==> src/rtl/port_controller_if.sv <==
// Bus bundle between the requesters / port unit and the port controller.
// The controller is the slave: it answers requests and drives the port strobes.
interface port_controller_if #(
  parameter int unsigned WORD_SIZE = 16
);
  // Requester side
  logic [1:0]             req;
  logic [1:0]             req_write;
  logic [2*WORD_SIZE-1:0] req_addr;
  logic [2*WORD_SIZE-1:0] req_data;
  logic [1:0]             ack;
  logic [WORD_SIZE-1:0]   rsp_data;
  logic                   rsp_error;
  // Port unit side
  logic [WORD_SIZE-1:0]   portaddr;
  logic [WORD_SIZE-1:0]   portval;
  logic                   get_enable;
  logic                   set_enable;
  logic [WORD_SIZE-1:0]   portout;
  logic                   port_ready;
  // Status
  logic                   halted;

  modport slave (
    input  req, req_write, req_addr, req_data, portout, port_ready,
    output ack, rsp_data, rsp_error, portaddr, portval,
           get_enable, set_enable, halted
  );

  modport master (
    output req, req_write, req_addr, req_data, portout, port_ready,
    input  ack, rsp_data, rsp_error, portaddr, portval,
           get_enable, set_enable, halted
  );
endinterface

==> src/rtl/port_controller.sv <==
// Round-robin sequencer between CPU (requester 0) and debug (requester 1)
// in front of the I/O port unit. Issues one-cycle get/set strobes, waits for
// port_ready with a bounded timeout, and latches a sticky halt on a
// successful write to port 0.
module port_controller #(
  parameter int unsigned WORD_SIZE = 16,
  parameter int unsigned TIMEOUT   = 8
) (
  input logic              clk,
  input logic              rst_n,
  port_controller_if.slave bus
);

  localparam int unsigned   CW       = $clog2(TIMEOUT) + 1;
  localparam logic [CW-1:0] CNT_LAST = CW'(TIMEOUT - 1);

  typedef enum logic [1:0] {IDLE, ISSUE, WAIT, DONE} state_e;

  state_e               state_q;
  logic                 grant_q;
  logic                 write_q;
  logic                 last_grant_q;
  logic                 halted_q;
  logic [CW-1:0]        cnt_q;
  logic [1:0]           ack_q;
  logic [WORD_SIZE-1:0] rsp_data_q;
  logic                 rsp_error_q;
  logic [WORD_SIZE-1:0] portaddr_q;
  logic [WORD_SIZE-1:0] portval_q;
  logic                 get_q;
  logic                 set_q;

  logic [1:0]           elig_d;
  logic                 grant_d;
  logic                 write_d;
  logic [WORD_SIZE-1:0] addr_d;
  logic [WORD_SIZE-1:0] data_d;

  // Arbitration: CPU is ineligible while halted; on a tie the requester
  // that was not granted last time wins.
  always_comb begin
    elig_d  = {bus.req[1], bus.req[0] & ~halted_q};
    grant_d = (elig_d == 2'b11) ? ~last_grant_q : elig_d[1];
    write_d = bus.req_write[grant_d];
    addr_d  = grant_d ? bus.req_addr[2*WORD_SIZE-1:WORD_SIZE]
                      : bus.req_addr[WORD_SIZE-1:0];
    data_d  = grant_d ? bus.req_data[2*WORD_SIZE-1:WORD_SIZE]
                      : bus.req_data[WORD_SIZE-1:0];
  end

  // Transaction FSM with all outputs registered. Strobes are loaded on the
  // grant edge so they are high exactly while in ISSUE, and ack is loaded on
  // the WAIT exit edge so it is high exactly while in DONE.
  always_ff @(posedge clk) begin
    if (!rst_n) begin
      state_q      <= IDLE;
      grant_q      <= 1'b0;
      write_q      <= 1'b0;
      last_grant_q <= 1'b1;
      halted_q     <= 1'b0;
      cnt_q        <= '0;
      ack_q        <= '0;
      rsp_data_q   <= '0;
      rsp_error_q  <= 1'b0;
      portaddr_q   <= '0;
      portval_q    <= '0;
      get_q        <= 1'b0;
      set_q        <= 1'b0;
    end else begin
      ack_q <= '0;
      get_q <= 1'b0;
      set_q <= 1'b0;
      case (state_q)
        IDLE: begin
          if (|elig_d) begin
            grant_q      <= grant_d;
            write_q      <= write_d;
            last_grant_q <= grant_d;
            portaddr_q   <= addr_d;
            portval_q    <= data_d;
            set_q        <= write_d;
            get_q        <= ~write_d;
            state_q      <= ISSUE;
          end
        end
        ISSUE: begin
          cnt_q   <= '0;
          state_q <= WAIT;
        end
        WAIT: begin
          if (bus.port_ready) begin
            rsp_data_q     <= write_q ? '0 : bus.portout;
            rsp_error_q    <= 1'b0;
            ack_q[grant_q] <= 1'b1;
            state_q        <= DONE;
          end else if (cnt_q == CNT_LAST) begin
            rsp_data_q     <= '0;
            rsp_error_q    <= 1'b1;
            ack_q[grant_q] <= 1'b1;
            state_q        <= DONE;
          end else begin
            cnt_q <= cnt_q + 1'b1;
          end
        end
        DONE: begin
          if (write_q && (portaddr_q == '0) && !rsp_error_q) begin
            halted_q <= 1'b1;
          end
          state_q <= IDLE;
        end
        default: state_q <= IDLE;
      endcase
    end
  end

  assign bus.ack        = ack_q;
  assign bus.rsp_data   = rsp_data_q;
  assign bus.rsp_error  = rsp_error_q;
  assign bus.portaddr   = portaddr_q;
  assign bus.portval    = portval_q;
  assign bus.get_enable = get_q;
  assign bus.set_enable = set_q;
  assign bus.halted     = halted_q;

endmodule

==> src/flat_wrapper.sv <==
// flat-port wrapper written by rule: the top's interface ports become plain ports
module port_controller_flat 
#(
  parameter int unsigned WORD_SIZE = 16,
  parameter int unsigned TIMEOUT   = 8
)
  (clk, rst_n, bus_req, bus_req_write, bus_req_addr, bus_req_data, bus_portout, bus_port_ready, bus_ack, bus_rsp_data, bus_rsp_error, bus_portaddr, bus_portval, bus_get_enable, bus_set_enable, bus_halted);
  port_controller_if #(.WORD_SIZE(WORD_SIZE)) bus_i ();
  input logic clk;
  input logic rst_n;
  input wire logic [$bits(bus_i.req)-1:0] bus_req;
  input wire logic [$bits(bus_i.req_write)-1:0] bus_req_write;
  input wire logic [$bits(bus_i.req_addr)-1:0] bus_req_addr;
  input wire logic [$bits(bus_i.req_data)-1:0] bus_req_data;
  input wire logic [$bits(bus_i.portout)-1:0] bus_portout;
  input wire logic [$bits(bus_i.port_ready)-1:0] bus_port_ready;
  output wire logic [$bits(bus_i.ack)-1:0] bus_ack;
  output wire logic [$bits(bus_i.rsp_data)-1:0] bus_rsp_data;
  output wire logic [$bits(bus_i.rsp_error)-1:0] bus_rsp_error;
  output wire logic [$bits(bus_i.portaddr)-1:0] bus_portaddr;
  output wire logic [$bits(bus_i.portval)-1:0] bus_portval;
  output wire logic [$bits(bus_i.get_enable)-1:0] bus_get_enable;
  output wire logic [$bits(bus_i.set_enable)-1:0] bus_set_enable;
  output wire logic [$bits(bus_i.halted)-1:0] bus_halted;
  assign bus_i.req = bus_req;
  assign bus_i.req_write = bus_req_write;
  assign bus_i.req_addr = bus_req_addr;
  assign bus_i.req_data = bus_req_data;
  assign bus_i.portout = bus_portout;
  assign bus_i.port_ready = bus_port_ready;
  assign bus_ack = bus_i.ack;
  assign bus_rsp_data = bus_i.rsp_data;
  assign bus_rsp_error = bus_i.rsp_error;
  assign bus_portaddr = bus_i.portaddr;
  assign bus_portval = bus_i.portval;
  assign bus_get_enable = bus_i.get_enable;
  assign bus_set_enable = bus_i.set_enable;
  assign bus_halted = bus_i.halted;
  port_controller #(.WORD_SIZE(WORD_SIZE), .TIMEOUT(TIMEOUT)) u_core (.clk(clk), .rst_n(rst_n), .bus(bus_i));
endmodule
==> config.mk <==
export PLATFORM = sky130hd
export DESIGN_NAME = port_controller_flat
export DESIGN_NICKNAME = d
export VERILOG_FILES = /design/src/rtl/port_controller_if.sv /design/src/rtl/port_controller.sv /design/src/flat_wrapper.sv
export SDC_FILE = /design/constraint.sdc
export NUM_CORES = 1
export LEC_CHECK = 0
export CAP_MARGIN = 40
export CORE_ASPECT_RATIO = 0.5
export CORE_UTILIZATION = 39
export CTS_CLUSTER_DIAMETER = 50
export CTS_CLUSTER_SIZE = 20
export DETAILED_ROUTE_END_ITERATION = 10
export PLACE_DENSITY = 0.77
export REMOVE_ABC_BUFFERS = 1
export SLEW_MARGIN = 40
export SYNTH_ARGS = -nofsm -noshare
export SYNTH_HDL_FRONTEND = slang
export SYNTH_SLANG_ARGS = --single-unit
export TNS_END_PERCENT = 50
==> constraint.sdc <==
create_clock -name clk -period 2.1 [get_ports clk]
set_clock_uncertainty 0.1 [all_clocks]
set_input_delay 0.42 -clock clk [delete_from_list [all_inputs] [get_ports clk]]
set_output_delay 0.42 -clock clk [all_outputs]
set_load 0.01 [all_outputs]
# --- After elaboration in Yosys (flattened, before gate mapping) ---
# Index checks and enable logic that the tools add are counted.
op_classes:
  n_reduce_logical: 16
  bitwise_logic: 4
  n_mux: 21
  order_cmp: 3
  eq_ne: 9
  addsub: 1
op_table:
  columns: ["op", "count"]
  rows:
  - ["$mux 16", 5]
  - ["$logic_not 16->1", 1]
  - ["$mux 2", 5]
  - ["$reduce_and 2->1", 5]
  - ["$mux 4", 2]
  - ["$pmux 2 s4", 1]
  - ["$pmux 4 s2", 1]
  - ["$eq 2x2->1 const B", 3]
  - ["$mux 1", 6]
  - ["$reduce_and 3->1", 2]
  - ["$add 4x1->4 const B", 1]
  - ["$eq 4x3->1 const B", 1]
  - ["$lt 1x2->1 const B", 2]
  - ["$ne 2x2->1 const B", 2]
  - ["$reduce_bool 2->1", 2]
  - ["$logic_and 1x1->1", 3]
  - ["$ne 3x2->1 const B", 1]
  - ["$not 1->1", 3]
  - ["$eq 2x1->1 const B", 1]
  - ["$logic_not 2->1", 1]
  - ["$ne 2x1->1 const B", 1]
  - ["$reduce_or 2->1", 1]
  - ["$and 1x1->1", 1]
  - ["$demux 1 s1", 1]
  - ["other kinds (2)", 2]
totals:
  regBits: 63
  out_inout_bits: 54
  inputBits: 87
  wordCells: 67

# --- Depth between registers and ports, before layout ---
# Gate-level depths: netlist of the first run.
depth:
  ltp_word: 7
  mapped_depth: 7

# --- Least setup slack after synthesis of the first run ---
# No wires, ideal clock.
synth_path:
  kind: "register to register"
  startpoint: "reg u_core.cnt_q[0]"
  endpoint: "reg u_core.rsp_data_q[0], in the netlist u_core.bus.rsp_data[0]"
  path_buffers: 2
  synth_period_minus_slack_ns: 1.562
  required_ns: 1.883
  stages_incl_launch_ff: 8
  setup_time_ns: 0.117
  setup_slack_ns: 0.538
  arrival_ns: 1.345
  path_cell_list: "dfxtp_1 > ha_1 > and3b_2 > o21ai_2 > and2_4 > buf_6 > buf_8 > a22o_1"
synth_via:
  elab_chain_len: 3
synth_rtl:
  columns: ["element", "line_no", "text"]
  rows:
  - ["start, declared", "port_controller.sv:24", "logic [CW-1:0] cnt_q;"]
  - ["start signal, assigned", "port_controller.sv:102", "cnt_q <= cnt_q + 1'b1;"]
  - ["$eq 4x3->1", "port_controller.sv:96", "end else if (cnt_q == CNT_LAST) begin"]
  - ["$reduce_bool 2->1 (no source line)", null, null]
  - ["$reduce_and 2->1 (no source line)", null, null]
  - ["end signal, assigned", "port_controller.sv:92", "rsp_data_q <= write_q ? '0 : bus.portout;"]
  - ["end, declared", "port_controller.sv:26", "logic [WORD_SIZE-1:0] rsp_data_q;"]
# No other way between the ends.
# A chain may end at the register's enable or synchronous reset.

# --- Worst setup path after layout of the first run ---
layout_path:
  startpoint: "reg u_core.rsp_error_q, in the netlist u_core.bus.rsp_error"
  endpoint: "out bus_rsp_error"
layout_lines:
  columns: ["element", "line_no", "text"]
  rows:
  - ["start, declared", "port_controller.sv:27", "logic rsp_error_q;"]
  - ["start signal, assigned", "port_controller.sv:64", "rsp_error_q <= 1'b0;"]
  - ["start signal, assigned", "port_controller.sv:93", "rsp_error_q <= 1'b0;"]
  - ["start signal, assigned", "port_controller.sv:98", "rsp_error_q <= 1'b1;"]
  - ["end, declared", "flat_wrapper.sv:19", "output wire logic [$bits(bus_i.rsp_error)-1:0] bus_rsp_error;"]
# No word-level cell between the ends.

==> run summary, run 1 <==
- **worst-case clock buffer depth** 2
- **delay of the slowest cell on the worst path** 0.56 ns
- **floorplan die area** 6978 µm²
- **Post-CTS Hold Buffers** 0
- **Avg WL per Cell** 16.02 µm
- **maximum fanout count along the critical path** 3
- **FILL cells** 489
- **horizontal extent of the die** 117.1 µm
- **Global Route met3 Usage** 0.05624
- **accumulated negative setup slack** 0 ns
- **Leak** 1.719 nW
- **HP Start** u_core.grant_q
- **vias per cell** 5.318
- **cells along the critical path** clkdlybuf4s50_1
- **minimum clock period after layout** 1.799 ns
- **utilization after layout** 0.7040
- **total routed wirelength** 8474 µm
- **pin count of the biggest net entering global routing** 22
- **WP data arrival** 1.28 ns
- **number of standard cells after synthesis** 296
- **count of antenna diodes in the layout** 0
- **max frequency** 556.0 MHz
- **Final Hold Slack** 0.3619 ns
- **clock tree from TritonCTS** built
- **remaining antenna violation count after routing** 0
- **kind of capture point of the worst setup path** primary output
- **number of antenna violations at the first check in global routing** 0
- **highest-count cells in the layout ignoring fill and taps** clkdlybuf4s50_1 (140), a21oi_1 (70), dfxtp_1 (63)
- **clock slew seen by the registers of the worst setup and hold paths** 0.05 ns
- **CP top delay family** buffers and inverters
- **measured slew at the worst slew-check pin** 0.4277 ns
- **# rows** 20
- **Post-CTS Setup Inserts** 0
- **met1 track utilization from global routing** 0.2830
- **multi-input gate area in the final layout** 1190 µm²
- **RSZ-0062 raised after global routing** no
- **highest-utilization routing layer at the global route stage** met2
- **max cap viols** 0
- **type of the worst setup path** flop to primary output
- **Placed Cells** 513
- **area taken by flip-flops and latches** 1261 µm²
- **first-pass iteration count of the detailed router** 4
- **last weighted congestion value of the routability-driven placer** 0.7652
- **CTS Buf Count** 9
- **HPWL after detailed placement** 5877 µm
- **Critical Path Start Type** flop
- **fraction of layout cells with a size suffix above 1** 0.07937
- **height of the die** 59.57 µm
- **critical path required time** 1.58 ns
- **share of synthesized area occupied by flip-flops and latches** 0.4879
- **GRT met2 Usage** 0.4429
- **count of buffers inserted at the top-level ports** 140
- **latest clock arrival within the worst-skew pair** 0.32 ns
- **startpoint of the lowest-slack register-to-register path** u_core.state_q[0]
- **area post-placement** 4073 µm²
- **worst-case setup slack after placement** 0.02856 ns
- **Worst Setup Slack, final** 0.3013 ns
- **count of buffer and inverter cells on the critical path** 1
- **Setup violations, final** 0
- **synthesis warning total** 0
- **non-filler cells in the finished layout** 529
- **Final Max Slew Viols** 0
- **Std-Cell Core Area** 6231 µm²
- **total number of H-tree levels** 3
- **initial drt markers** 172
- **remaining global-route overflow** 0
- **area delta synth->final** 69.70%
- **summed instance area of the synthesized netlist** 2585 µm²
- **PD cells** 1167 nW/µm²
- **number of global-route vias before repair** 2767
- **number of sinks driven by the clock tree** 63
- **total number of vias** 2813
- **NumNets Final** 529
- **final worst path period share** 0.8565
- **finished layout cell area** 4387 µm²
- **worst vdd rail ir drop** 0.0006313 V
- **gr usage total** 0.2495
- **status** completed
- **slowest stage cell, crit path** clkdlybuf4s50_1
- **Resize count post-CTS** 0
- **most common cell after layout, fill and taps aside** clkdlybuf4s50_1
- **synthesized flop and latch total** 63
- **worst setup slack for register-to-register paths** 0.35 ns
- **Slew headroom** 0.7149
- **wire length of the first global-routing pass** 13140 µm
- **effective utilization at floorplan** 0.4149
- **count of boundary I/O pins** 141
- **Min-Delay Path Class** flop to flop
- **root buffer cell** clkbuf_16
- **Synth cell types** 38
- **average instance area after synthesis** 8.733 µm²
- **Crit. Startpoint** u_core.bus.rsp_error
- **number of remaining DRC errors** 0
- **PnR Total Power** 5.119 mW
- **final hold violations** 0
-- area by class of cell --
type	count	share of cell area
multi-input combinational	207	0.2712
inverter	4	0.003423
sequential	63	0.2875
tap	88	0.02510
clock inverter	6	0.01940
clock buffer	10	0.05220
timing repair buffer	151	0.3411
-- cell families after synthesis --
logic type	after synthesis	share of synthesized area
compound gates	135	0.3011
simple gates	64	0.1225
flops	63	0.4879
buf+inv	26	0.05179
fa+ha+maj	6	0.02904
mux	2	0.007745
-- synthesized netlist by cell type, drive strengths merged --
cell	instances	area share
nand2	42	0.062
nor4b	2	0.0068
o31a	1	0.0034
a211oi	1	0.0029
a21oi	70	0.14
a22o	16	0.054
and2	2	0.0058
nand4b	1	0.0034
or2	1	0.0024
a32o	1	0.0039
nor3	2	0.0039
o21a	5	0.015
a311oi	1	0.0034
buf	12	0.031
mux2i	2	0.0077
inv	4	0.0058
nor2	2	0.0029
nor2b	1	0.0034
nand3b	1	0.0029
and3b	1	0.0039
a31oi	1	0.0024
and3	2	0.0048
ha	6	0.029
nor4	4	0.0097
dfxtp	63	0.49
clkbuf	10	0.015
nor3b	3	0.011
a21boi	2	0.0058
o21ai	37	0.075
-- routing by layer --
| layer | up-vias | routed length [µm] | share of wire |
|---|---|---|---|
| li1 | 1340 | - | - |
| met1 | 1350 | 3433 | 0.41 |
| met2 | 99 | 4406 | 0.52 |
| met3 | 24 | 397 | 0.047 |
| met4 | 0 | 238 | 0.028 |
| met5 | - | 0 | 0 |
-- registers in the layout, indices dropped and copies added, names as in the netlist --
name,count
u_core.bus.rsp_error,1
u_core.bus.rsp_data,16
u_core.bus.set_enable,1
u_core.bus.ack,2
u_core.bus.halted,1
u_core.bus.get_enable,1
u_core.cnt_q,4
u_core.last_grant_q,1
u_core.bus.portval,16
u_core.state_q,2
u_core.bus.portaddr,16
u_core.grant_q,1
u_core.write_q,1
-- report_power, final --
part           switching (mW)  internal [mW]
clock network           0.520           1.03
registers               0.190           1.49
logic                   0.942          0.943
-- worst paths after layout --
kind | depth (start not counted) | to
setup reg to reg | 6 | u_core.bus.rsp_data[9]
setup / recovery | 1 | bus_rsp_error
hold reg to reg | 1 | u_core.bus.ack[0]
hold / removal | 1 | u_core.bus.ack[0]
Note: power is estimated with default switching activity, not from simulation.
==> run 2: changes to the inputs <==
Settings changed: CORE_UTILIZATION 39 to 62, DONT_BUFFER_PORTS from default to 1, PLACE_DENSITY 0.77 to 0.74, SLEW_MARGIN 40 to 20.
==> run summary, run 2 (synthesis results as in run 1) <==
- **status** completed
- **highest-count cells in the layout ignoring fill and taps** a21oi_1 (70), dfxtp_1 (63), nand2_1 (41)
- **total number of vias** 2147
- **Leak** 1.108 nW
- **Avg WL per Cell** 16.27 µm
- **number of sinks driven by the clock tree** 63
- **clock tree from TritonCTS** built
- **slowest stage cell, crit path** ha_1
- **Final Hold Slack** 0.08293 ns
- **CTS Buf Count** 9
- **effective utilization at floorplan** 0.6555
- **max cap viols** 0
- **total routed wirelength** 5678 µm
- **delay of the slowest cell on the worst path** 0.42 ns
- **root buffer cell** clkbuf_8
- **worst-case setup slack after placement** 0.2999 ns
- **NumNets Final** 384
- **most common cell after layout, fill and taps aside** a21oi_1
- **PnR Total Power** 3.787 mW
- **CP top delay family** adder cells
- **fraction of layout cells with a size suffix above 1** 0.09492
- **final hold violations** 0
- **Critical Path Start Type** flop
- **maximum fanout count along the critical path** 16
- **remaining antenna violation count after routing** 0
- **Min-Delay Path Class** input pin to flop
- **total number of H-tree levels** 3
- **count of buffers inserted at the top-level ports** 0
- **Placed Cells** 334
- **worst-case clock buffer depth** 2
- **number of global-route vias before repair** 1865
- **minimum clock period after layout** 1.750 ns
- **PD cells** 1367 nW/µm²
- **initial drt markers** 109
- **RSZ-0062 raised after global routing** no
- **accumulated negative setup slack** 0 ns
- **count of boundary I/O pins** 141
- **number of antenna violations at the first check in global routing** 0
- **Resize count post-CTS** 0
- **Post-CTS Hold Buffers** 0
- **floorplan die area** 4447 µm²
- **vias per cell** 6.152
- **measured slew at the worst slew-check pin** 0.7672 ns
- **Setup violations, final** 0
- **Worst Setup Slack, final** 0.3498 ns
- **area delta synth->final** 7.164%
- **cells along the critical path** inv_1 -> ha_1 -> nand2_2 -> nor3b_2 -> buf_4 -> a22o_1
- **max frequency** 571.3 MHz
- **horizontal extent of the die** 93.32 µm
- **Post-CTS Setup Inserts** 0
- **height of the die** 47.66 µm
- **remaining global-route overflow** 0
- **number of remaining DRC errors** 0
- **count of antenna diodes in the layout** 0
- **clock slew seen by the registers of the worst setup and hold paths** 0.06 ns
- **# rows** 16
- **latest clock arrival within the worst-skew pair** 0.33 ns
- **WP data arrival** 1.92 ns
- **non-filler cells in the finished layout** 349
- **worst vdd rail ir drop** 0.0006761 V
- **last weighted congestion value of the routability-driven placer** 0.7852
- **pin count of the biggest net entering global routing** 46
- **Slew headroom** 0.4885
- **Final Max Slew Viols** 0
- **final worst path period share** 0.8335
- **HPWL after detailed placement** 3902 µm
- **count of buffer and inverter cells on the critical path** 2
- **type of the worst setup path** flop to flop
- **critical path required time** 2.27 ns
- **wire length of the first global-routing pass** 8142 µm
- **gr usage total** 0.2476
- **Std-Cell Core Area** 3944 µm²
- **kind of capture point of the worst setup path** flop
- **first-pass iteration count of the detailed router** 4
run 2: cell type report:
type,instances,area [µm²]
clock inverters,4,47.55
fillers,318,1174
multi-input cells,207,1190
inverters,4,15.01
repair buffers,6,57.56
flip-flops and latches,63,1261
clock buffers,11,131.4
well taps,54,67.56
run 2: final timing paths:
path                             from                endpoint  slack (ns)  depth (start not counted)
setup / recovery    u_core.state_q[0]  u_core.bus.rsp_data[6]        0.35                          6
hold / removal         bus_port_ready    u_core.bus.rsp_error        0.08                          1
setup reg to reg    u_core.state_q[0]  u_core.bus.rsp_data[6]        0.35                          6
hold reg to reg   u_core.last_grant_q     u_core.last_grant_q        0.39                          2
run 2: metal layers:
metal	share of wire	track usage	up-vias	wire, µm
met5	0	0	-	0
met4	0.0067	0.1323	0	38
met2	0.46	0.4088	105	2622
met3	0.10	0.1111	4	580
li1	-	-	1050	-
met1	0.43	0.2843	988	2437
run 2: worst register-to-register path, stage by stage, from the launching register on:
cell	delay [ns]
dfxtp_1	0.34
inv_1	0.12
ha_1	0.42
nand2_2	0.13
nor3b_2	0.19
buf_4	0.23
a22o_1	0.16
run 2: power breakdown:
| group | internal [mW] | switching [mW] |
|---|---|---|
| clock network | 0.538 | 0.418 |
| logic | 0.399 | 0.608 |
| registers | 1.49 | 0.336 |
| total | 2.43 | 1.36 |
run 2: through the flow:
| step | util | instance area (µm²) |
|---|---|---|
| after detailed placement | 0.6570 | 2591 |
| after CTS | 0.7024 | 2770 |
| after floorplan | - | 2466 |
| final | 0.7024 | 2770 |
| after global placement | 0.6570 | 2591 |
| after global routing | 0.7024 | 2770 |
